File: config.mk
export PLATFORM = sky130hd
export DESIGN_NAME = an_balance_ctrl
export DESIGN_NICKNAME = d
export VERILOG_FILES = /design/src/rtl/an_balance_ctrl.sv
export SDC_FILE = /design/constraint.sdc
export NUM_CORES = 1
export LEC_CHECK = 0
export CAP_MARGIN = 20
export CORE_ASPECT_RATIO = 1.1
export CORE_UTILIZATION = 43
export DETAILED_ROUTE_END_ITERATION = 8
export PLACE_DENSITY = 0.62
export SYNTH_ARGS = -nofsm -noshare
export SYNTH_HDL_FRONTEND = slang
export SYNTH_SLANG_ARGS = --single-unit
File: constraint.sdc
create_clock -name CK_i -period 5.3 [get_ports CK_i]
set_clock_uncertainty 0.05 [all_clocks]
set_input_delay 1.06 -clock CK_i [delete_from_list [all_inputs] [get_ports CK_i]]
set_output_delay 1.06 -clock CK_i [all_outputs]
set_load 0.02 [all_outputs]
File: src/rtl/an_balance_ctrl.sv
// Balance control for the AN transmitter: debounced UP/DN/CENTER buttons with
// auto-repeat drive a saturating 0..62 balance code.
module an_balance_ctrl #(
  parameter int unsigned C_CK_Fs              = 135_000_000,
  parameter int unsigned C_DEBOUNCE_TICKs     = 10,
  parameter int unsigned C_REPEAT_DELAY_TICKs = 500,
  parameter int unsigned C_REPEAT_RATE_TICKs  = 100,
  parameter int unsigned C_SIM_TICK_CKNs      = 0
) (
  input  logic       CK_i,
  input  logic       XARST_i,
  input  logic       UP_i,
  input  logic       DN_i,
  input  logic       CENTER_i,
  output logic [5:0] BUS_BALANCEs_o,
  output logic       CHG_o,
  output logic       LIMIT_o
);

  localparam int unsigned TickN  = (C_SIM_TICK_CKNs != 0) ? C_SIM_TICK_CKNs : C_CK_Fs / 1000;
  localparam int unsigned TickW  = (TickN > 1) ? $clog2(TickN) : 1;
  localparam int unsigned DebW   = $clog2(C_DEBOUNCE_TICKs + 1);
  localparam int unsigned RptMax = (C_REPEAT_DELAY_TICKs > C_REPEAT_RATE_TICKs) ?
                                   C_REPEAT_DELAY_TICKs : C_REPEAT_RATE_TICKs;
  localparam int unsigned RptW   = (RptMax > 1) ? $clog2(RptMax) : 1;

  localparam logic [1:0] StIdle   = 2'd0;
  localparam logic [1:0] StDelay  = 2'd1;
  localparam logic [1:0] StRepeat = 2'd2;

  localparam logic [5:0] BalCenter = 6'd31;
  localparam logic [5:0] BalMax    = 6'd62;

  // Button index: 0 = UP, 1 = DN, 2 = CENTER
  logic [2:0]      sync1_q, sync2_q;
  logic [2:0]      acc_q, acc_d, acc_dly_q;
  logic [DebW-1:0] deb_cnt_q [3];
  logic [DebW-1:0] deb_cnt_d [3];
  logic [TickW-1:0] tick_cnt_q, tick_cnt_d;
  logic            tick;
  logic [2:0]      pe;

  logic [1:0]      state_q, state_d;
  logic            dir_q, dir_d;
  logic [RptW-1:0] rpt_ctr_q, rpt_ctr_d;
  logic            step, held, both;

  logic [5:0]      bal_q, bal_d;
  logic            chg_q, limit_q;

  assign tick = (tick_cnt_q == TickW'(TickN - 1));
  assign pe   = acc_q & ~acc_dly_q;

  always_comb begin
    tick_cnt_d = tick ? '0 : tick_cnt_q + TickW'(1);
  end

  // A level is accepted only after C_DEBOUNCE_TICKs consecutive disagreeing ticks.
  always_comb begin
    acc_d = acc_q;
    for (int i = 0; i < 3; i++) begin
      deb_cnt_d[i] = deb_cnt_q[i];
      if (tick) begin
        if (sync2_q[i] != acc_q[i]) begin
          if (deb_cnt_q[i] == DebW'(C_DEBOUNCE_TICKs - 1)) begin
            acc_d[i]     = ~acc_q[i];
            deb_cnt_d[i] = '0;
          end else begin
            deb_cnt_d[i] = deb_cnt_q[i] + DebW'(1);
          end
        end else begin
          deb_cnt_d[i] = '0;
        end
      end
    end
  end

  always_comb begin
    state_d   = state_q;
    dir_d     = dir_q;
    rpt_ctr_d = rpt_ctr_q;
    step      = 1'b0;
    held      = dir_q ? acc_q[0] : acc_q[1];
    both      = acc_q[0] & acc_q[1];
    if (pe[2]) begin
      state_d = StIdle;
    end else begin
      case (state_q)
        StIdle: begin
          if ((pe[0] | pe[1]) && (acc_q[0] ^ acc_q[1])) begin
            step      = 1'b1;
            dir_d     = acc_q[0];
            rpt_ctr_d = RptW'(C_REPEAT_DELAY_TICKs - 1);
            state_d   = StDelay;
          end
        end
        StDelay, StRepeat: begin
          // Release or a conflicting press abandons the hold without stepping.
          if (!held || both) begin
            state_d = StIdle;
          end else if (tick) begin
            if (rpt_ctr_q == '0) begin
              step      = 1'b1;
              rpt_ctr_d = RptW'(C_REPEAT_RATE_TICKs - 1);
              state_d   = StRepeat;
            end else begin
              rpt_ctr_d = rpt_ctr_q - RptW'(1);
            end
          end
        end
        default: state_d = StIdle;
      endcase
    end
  end

  always_comb begin
    bal_d = bal_q;
    if (pe[2]) begin
      bal_d = BalCenter;
    end else if (step) begin
      if (dir_d) begin
        bal_d = (bal_q == BalMax) ? bal_q : bal_q + 6'd1;
      end else begin
        bal_d = (bal_q == 6'd0) ? bal_q : bal_q - 6'd1;
      end
    end
  end

  always_ff @(posedge CK_i) begin
    if (!XARST_i) begin
      sync1_q    <= '0;
      sync2_q    <= '0;
      acc_q      <= '0;
      acc_dly_q  <= '0;
      for (int i = 0; i < 3; i++) deb_cnt_q[i] <= '0;
      tick_cnt_q <= '0;
      state_q    <= StIdle;
      dir_q      <= 1'b0;
      rpt_ctr_q  <= '0;
      bal_q      <= BalCenter;
      chg_q      <= 1'b0;
      limit_q    <= 1'b0;
    end else begin
      sync1_q    <= {CENTER_i, DN_i, UP_i};
      sync2_q    <= sync1_q;
      acc_q      <= acc_d;
      acc_dly_q  <= acc_q;
      for (int i = 0; i < 3; i++) deb_cnt_q[i] <= deb_cnt_d[i];
      tick_cnt_q <= tick_cnt_d;
      state_q    <= state_d;
      dir_q      <= dir_d;
      rpt_ctr_q  <= rpt_ctr_d;
      bal_q      <= bal_d;
      chg_q      <= (bal_d != bal_q);
      limit_q    <= (bal_d == 6'd0) || (bal_d == BalMax);
    end
  end

  assign BUS_BALANCEs_o = bal_q;
  assign CHG_o          = chg_q;
  assign LIMIT_o        = limit_q;

endmodule

==> key figures, run 1 <==
CTS
  • CTS Sinks: 62
  • Post-CTS Setup Repair Bufs: 0
  • Clock transition at path regs: 80 ps
  • CTS Buf Count: 9
  • H-tree levels: 3
  • Clock Tree Root: clkbuf_8
  • CTS tree: yes
  • Post-cts resize count: 0
  • Hold buffer count at CTS: 0
  • CTS max path bufs: 2
  • Worst-skew pair later-pin latency: 340 ps

Floorplan
  • Die area: 7760 sq um
  • Chip height: 92.3 um
  • Starting Density: 45.0%
  • Core area: 7090 sq um
  • Row cnt: 32
  • IO Count: 13
  • Die width: 84.1 um

Worst setup path
  • Critical Path RT: 5520 ps
  • CP startpoint kind: flip-flop
  • Setup crit start: state_q[1]
  • Setup CP Type: flip-flop to flip-flop
  • R2r startpoint: state_q[1]
  • Arrival time at the worst endpoint: 3430 ps
  • Crit-path max FO: 12
  • Worst R2R Setup Slack: 2090 ps
  • Setup crit end kind: flip-flop

Pwr
  • Overall power: 1.02 mW
  • Leakage: 1.35 nW
  • Pwr Density: 282 nW/um^2
  • Peak supply drop: 0.000143 V

Timing
  • Slew @ Worst Pin: 750 ps
  • Minimum clock period: 3210 ps
  • Final Hold Viols: 0
  • Hold slack: 395 ps
  • Setup TNS: 0 ps
  • Fin crit share: 60.6%
  • Max-slew headroom: 49.9%
  • Setup violators final: 0
  • Final max-slew violation count: 0
  • RSZ-0062 raised after global routing: false
  • Fmax: 0.312 GHz
  • Slack of the critical path: 2090 ps

Placed design
  • Placed Area: 3390 sq um
  • Buffers on Ports: 12
  • Post-Place Cells: 462
  • Post-DP HPWL: 4330 um
  • GP Congestion: 0.816
  • Post-place setup slack: 2130 ps

Final layout
  • Commonest non-fill, non-tap cell in the layout: dfxtp_1
  • Syn-to-layout area delta: 13.3%
  • Multi-input logic area: 1860 sq um
  • Finished Cell Area: 3610 sq um
  • Most frequent cells in the layout: 62 x dfxtp_1, 43 x nor2_1, 36 x nand2_1, 27 x o21ai_0
  • Final Non-Filler Cells: 478
  • Fill cells: 696
  • Layout cells sized above 1: 8.91%
  • Register Area: 1240 sq um
  • Fin util: 51.0%
  • # diodes: 0
  • Final-stage net count: 410

Yosys
  • Yosys warning count: 0
  • Cells after Synth: 371
  • Synth cell types: 51
  • Mapped cell area: 3190 sq um
  • Leading area contributor after synthesis: dfxtp_1
  • Mapped Nets: 393
  • Syn Area/Cell: 8.59 sq um
  • EDFF count, synth: 0
  • Sequential share of the synthesized area: 38.9%
  • Post-synth ARST share: 0%
  • Area contributors post-synth: dfxtp_1 39%, ha_1 6.7%, nor2_1 5.1%
  • Flops & latches, synth: 62
  • Most used flip-flop cell after synthesis: dfxtp_1
  • Yosys top cell area share: 38.9%

Detailed routing
  • Post-DR wirelength/cell: 12.9 um
  • First-pass DRT Iterations: 4
  • Met2 wire length: 2660 um
  • Total number of vias: 2,582
  • Wire length on met1: 3150 um
  • WL met3: 199 um
  • DRT iter0 DRCs: 153
  • Post-route ant nets: 0
  • DRC Markers: 0
  • Final WL: 6170 um
  • Max layer used: met4
  • Via density: 5.40

Outcome
  • Outcome: finished, final reports clean

Min path
  • Worst min path class: flip-flop to flip-flop
  • Hold Startpoint: sync1_q[2]

Global route
  • Remaining Overflow, GRT: 0
  • First-pass GRT wire length: 11,000 um
  • Largest net degree at the start of global routing: 24
  • Vias in the first global route: 2,441
  • GRT Total Usage: 17.7%
  • Initial antenna violation count: 0

Job
  • Maximum Capacitance Violations: 0
-- layout make-up --
type,count,area share (%)
clock buffers,9,3.43
multi-input cells,288,51.5
clock inverters,7,2.70
repair buffers,14,3.74
flip-flops and latches,62,34.4
inverters,13,1.35
well taps,85,2.94
-- cells by family after synthesis --
group	after synthesis	synth area share, %
AND/OR/NAND/NOR	167	28.2
AO/OA/AOI/OAI	74	14.8
flip-flops	62	38.9
XOR/XNOR	22	6.04
buffers and inverters	21	2.75
adder cells (fa/ha/maj)	17	6.67
multiplexers	8	2.63
-- cells in the mapped netlist, drive strengths merged (2+ instances only) --
cell     n
dfxtp   62
nor3     5
and3     5
buf      2
nor4b    3
nand2b   8
mux2i    5
mux2     3
and4     4
xnor2    6
a21oi   17
or3      3
nor2b    2
a211oi   4
a311oi   5
clkbuf   6
nand2   37
o31ai    4
nand3   15
nand4b   2
or2      6
inv     13
o31a     2
xor2    16
a211o    2
nand4    9
o21ai   28
or4      2
nor3b    2
ha      17
nand3b   5
and2    12
o22ai    4
nor4     2
nor2    43
-- layer usage --
layer / vias up / global-route usage [%]
met3: 14 / 3.12
met2: 41 / 27.0
met1: 1170 / 23.3
li1: 1357 / -
met5: - / 0
met4: 0 / 10.6
-- where the power goes --
| group | switching [mW] | internal, mW |
|---|---|---|
| registers | 0.00883 | 0.476 |
| clock network | 0.198 | 0.266 |
| logic | 0.0431 | 0.0289 |
-- final timing paths --
path,to,cells past startpoint
setup / recovery,LIMIT_o,9
hold / removal,sync2_q[2],1
setup reg to reg,LIMIT_o,9
hold reg to reg,sync2_q[2],1
-- state kept, by name, summed over array words and instances (netlist names) --
| name | flops |
|---|---|
| BUS_BALANCEs_o | 6 |
| CHG_o | 1 |
| LIMIT_o | 1 |
| acc_dly_q | 3 |
| acc_q | 3 |
| deb_cnt_q | 12 |
| dir_q | 1 |
| rpt_ctr_q | 9 |
| state_q | 2 |
| sync1_q | 3 |
| sync2_q | 3 |
| tick_cnt_q | 18 |
-- worst max-delay path: stages, from the launching register on --
cell and delay, ps:
dfxtp_1 360, inv_1 70, ha_1 430, nand3_1 140
or4_4 520, a211o_1 440, a211oi_1 320, xnor2_1 220
or4b_1 490, o22ai_2 120
No activity file was read; power rests on OpenSTA's default activity.
==> run 2: changes to the inputs <==
PLACE_DENSITY = 0.64   (was 0.62)
clock period = 2.9 ns   (was 5.3 ns; I/O delays follow)
==> key figures, run 2 (same netlist as run 1, synthesis figures left out) <==
Pwr
  • Sw Ratio: 22.1% (-2.4 points)
  • Pwr Density: 501 nW/um^2 (+78%)
  • Psw: 443 uW (+77%)
  • Peak supply drop: 0.000338 V (+140%)
  • Overall power: 2.00 mW (+96%)
  • Sequential share of power: 44.2% (-3.3 points)
  • Comb power frac: 7.9% (+0.8 points)
  • Internal: 1.56 mW (+100%)
  • Leakage: 1.56 nW (+16%)
  • Clock group share of total power: 47.9% (+2.4 points)

Timing
  • Final max-slew violation count: 0 (unchanged)
  • Setup TNS: 0 ps (unchanged)
  • Max-slew headroom: 66.0% (+16 points)
  • Setup violators final: 0 (unchanged)
  • Fmax: 0.362 GHz (+16%)
  • Slew @ Worst Pin: 503 ps (-247 ps)
  • Fin crit share: 95.4% (+35 points)
  • Minimum clock period: 2770 ps (-445 ps)
  • Final Hold Viols: 0 (unchanged)

CTS
  • CTS Sinks: 62 (unchanged)
  • Clock transition at path regs: 70 ps (about the same)
  • Clock Tree Root: clkbuf_8
  • H-tree levels: 3 (unchanged)
  • Worst-skew pair later-pin latency: 340 ps (about the same)
  • CTS tree: yes
  • CTS max path bufs: 2 (unchanged)
  • CTS Buf Count: 9 (unchanged)
  • Hold buffer count at CTS: 0 (unchanged)

Detailed routing
  • Post-DR wirelength/cell: 13.6 um (+5.1%)
  • Final WL: 6940 um (+12%)
  • DRC Markers: 4 (+4)
  • Total number of vias: 2,799 (+8.4%)
  • Post-route ant nets: 0 (unchanged)
  • DRT iter0 DRCs: 115 (-25%)
  • Via density: 5.48 (+1.4%)
  • First-pass DRT Iterations: 7 (+3)

Worst setup path
  • CP max stage delay: 540 ps (+20 ps)
  • Setup CP Type: flip-flop to flip-flop
  • Crit-path max FO: 6 (-6)
  • Setup crit end kind: flip-flop
  • Arrival time at the worst endpoint: 2990 ps (-440 ps)
  • CP startpoint kind: flip-flop
  • CP max-delay cell: or4b_4
  • Critical path cell sequence: nor4_4 > nand4b_1 > or4_4 > a211o_1 > buf_6 > nand2_4 > o2111ai_4 > or4b_4 > o22ai_2
  • Critical Path RT: 3120 ps (-2400 ps)

Final layout
  • Finished Cell Area: 4000 sq um (+11%)
  • Regs by FF count: tick_cnt_q: 18 flops, deb_cnt_q: 12 flops, rpt_ctr_q: 9 flops
  • Final Non-Filler Cells: 511 (+6.9%)
  • # diodes: 0 (unchanged)
  • Register Area: 1250 sq um (+0.61%)
  • Most frequent cells in the layout: 58 x dfxtp_1, 43 x nor2_1, 36 x nand2_1, 31 x buf_4, 25 x o21ai_0
  • Fill cells: 623 (-10%)
  • Register with the most flip-flops: tick_cnt_q
  • Commonest non-fill, non-tap cell in the layout: dfxtp_1
  • Final-stage net count: 443 (+8.0%)
  • Multi-input logic area: 1950 sq um (+5.0%)
  • Number of flip-flops in the largest register: 18 (unchanged)
  • Layout cells sized above 1: 18.5% (+9.6 points)
  • Syn-to-layout area delta: 25.4%

Placed design
  • Placed Area: 3610 sq um (+6.4%)
  • GP Congestion: 0.853 (+4.6%)
  • Post-DP HPWL: 4890 um (+13%)
  • Post-Place Cells: 491 (+6.3%)
  • Buffers on Ports: 12 (unchanged)

Floorplan
  • Chip height: 92.3 um (unchanged)
  • Starting Density: 45.0% (unchanged)
  • Die area: 7760 sq um (unchanged)
  • Core area: 7090 sq um (unchanged)
  • Die width: 84.1 um (unchanged)
  • IO Count: 13 (unchanged)
  • Row cnt: 32 (unchanged)

Global route
  • First-pass GRT wire length: 11,700 um (+6.5%)
  • Largest net degree at the start of global routing: 18 (-25%)
  • Initial antenna violation count: 0 (unchanged)
  • Vias in the first global route: 2,613 (+7.0%)
  • GRT Total Usage: 18.9% (+1.3 points)
  • Remaining Overflow, GRT: 0 (unchanged)

Outcome
  • Outcome: finished with violations
  • Violated checks: DRC

Min path
  • Worst min path class: flip-flop to flip-flop

Job
  • Maximum Capacitance Violations: 0 (unchanged)
[run 2: critical path, delay by kind of cell (launching register included)]
family / cells / cell delay, ps
flip-flops: 1 / 360
AO/OA/AOI/OAI: 3 / 560
buffers and inverters: 1 / 150
AND/OR/NAND/NOR: 5 / 1580
[run 2: area by class of cell]
type / count / share of cell area [%]
Multi-Input combinational cell: 288 / 48.8
Sequential cell: 62 / 31.2
Timing Repair Buffer: 47 / 9.80
Clock buffer: 13 / 3.98
Tap cell: 85 / 2.66
Clock inverter: 3 / 2.25
Inverter: 13 / 1.22
[run 2: per-layer routing]
metal,vias up,routed length [um],track usage [%]
met5,-,0,0
met2,48,3250,31.6
li1,1417,-,-
met3,16,199,3.92
met4,0,161,9.91
met1,1318,3320,23.1
[run 2: metrics by stage]
step / setup WS [ps] / utilization [%] / hold WS (ps)
after floorplan: 8.49 / - / 362
after global placement: 83.8 / 50.9 / 367
after detailed placement: 48.0 / 50.9 / 377
after CTS: 22.4 / 54.4 / 393
after global routing: -8.47 / 56.4 / 425
final: 135 / 56.4 / 390
[run 2: timing repair]
action	in CTS	in global routing
setup buffers	0	4
resized for setup	0	24
endpoints found under the setup margin	0	3
[run 2: worst paths after layout]
check / from / endpoint / slack (ps) / cells after the start
setup / recovery: rpt_ctr_q[4] / LIMIT_o / 130 / 9
hold / removal: sync1_q[2] / sync2_q[2] / 390 / 1
setup reg to reg: rpt_ctr_q[4] / LIMIT_o / 130 / 9
hold reg to reg: sync1_q[2] / sync2_q[2] / 390 / 1
[run 2: power by group through the flow]
stage          clock, mW  combinational (mW)  sequential (mW)
2_1_floorplan          0               0.100            0.901
3_3_place_gp           0               0.147            0.904
3_5_place_dp           0               0.151            0.904
4_1_cts            0.974               0.152            0.885
5_1_grt             1.01               0.175            0.888
6_report           0.959               0.158            0.887
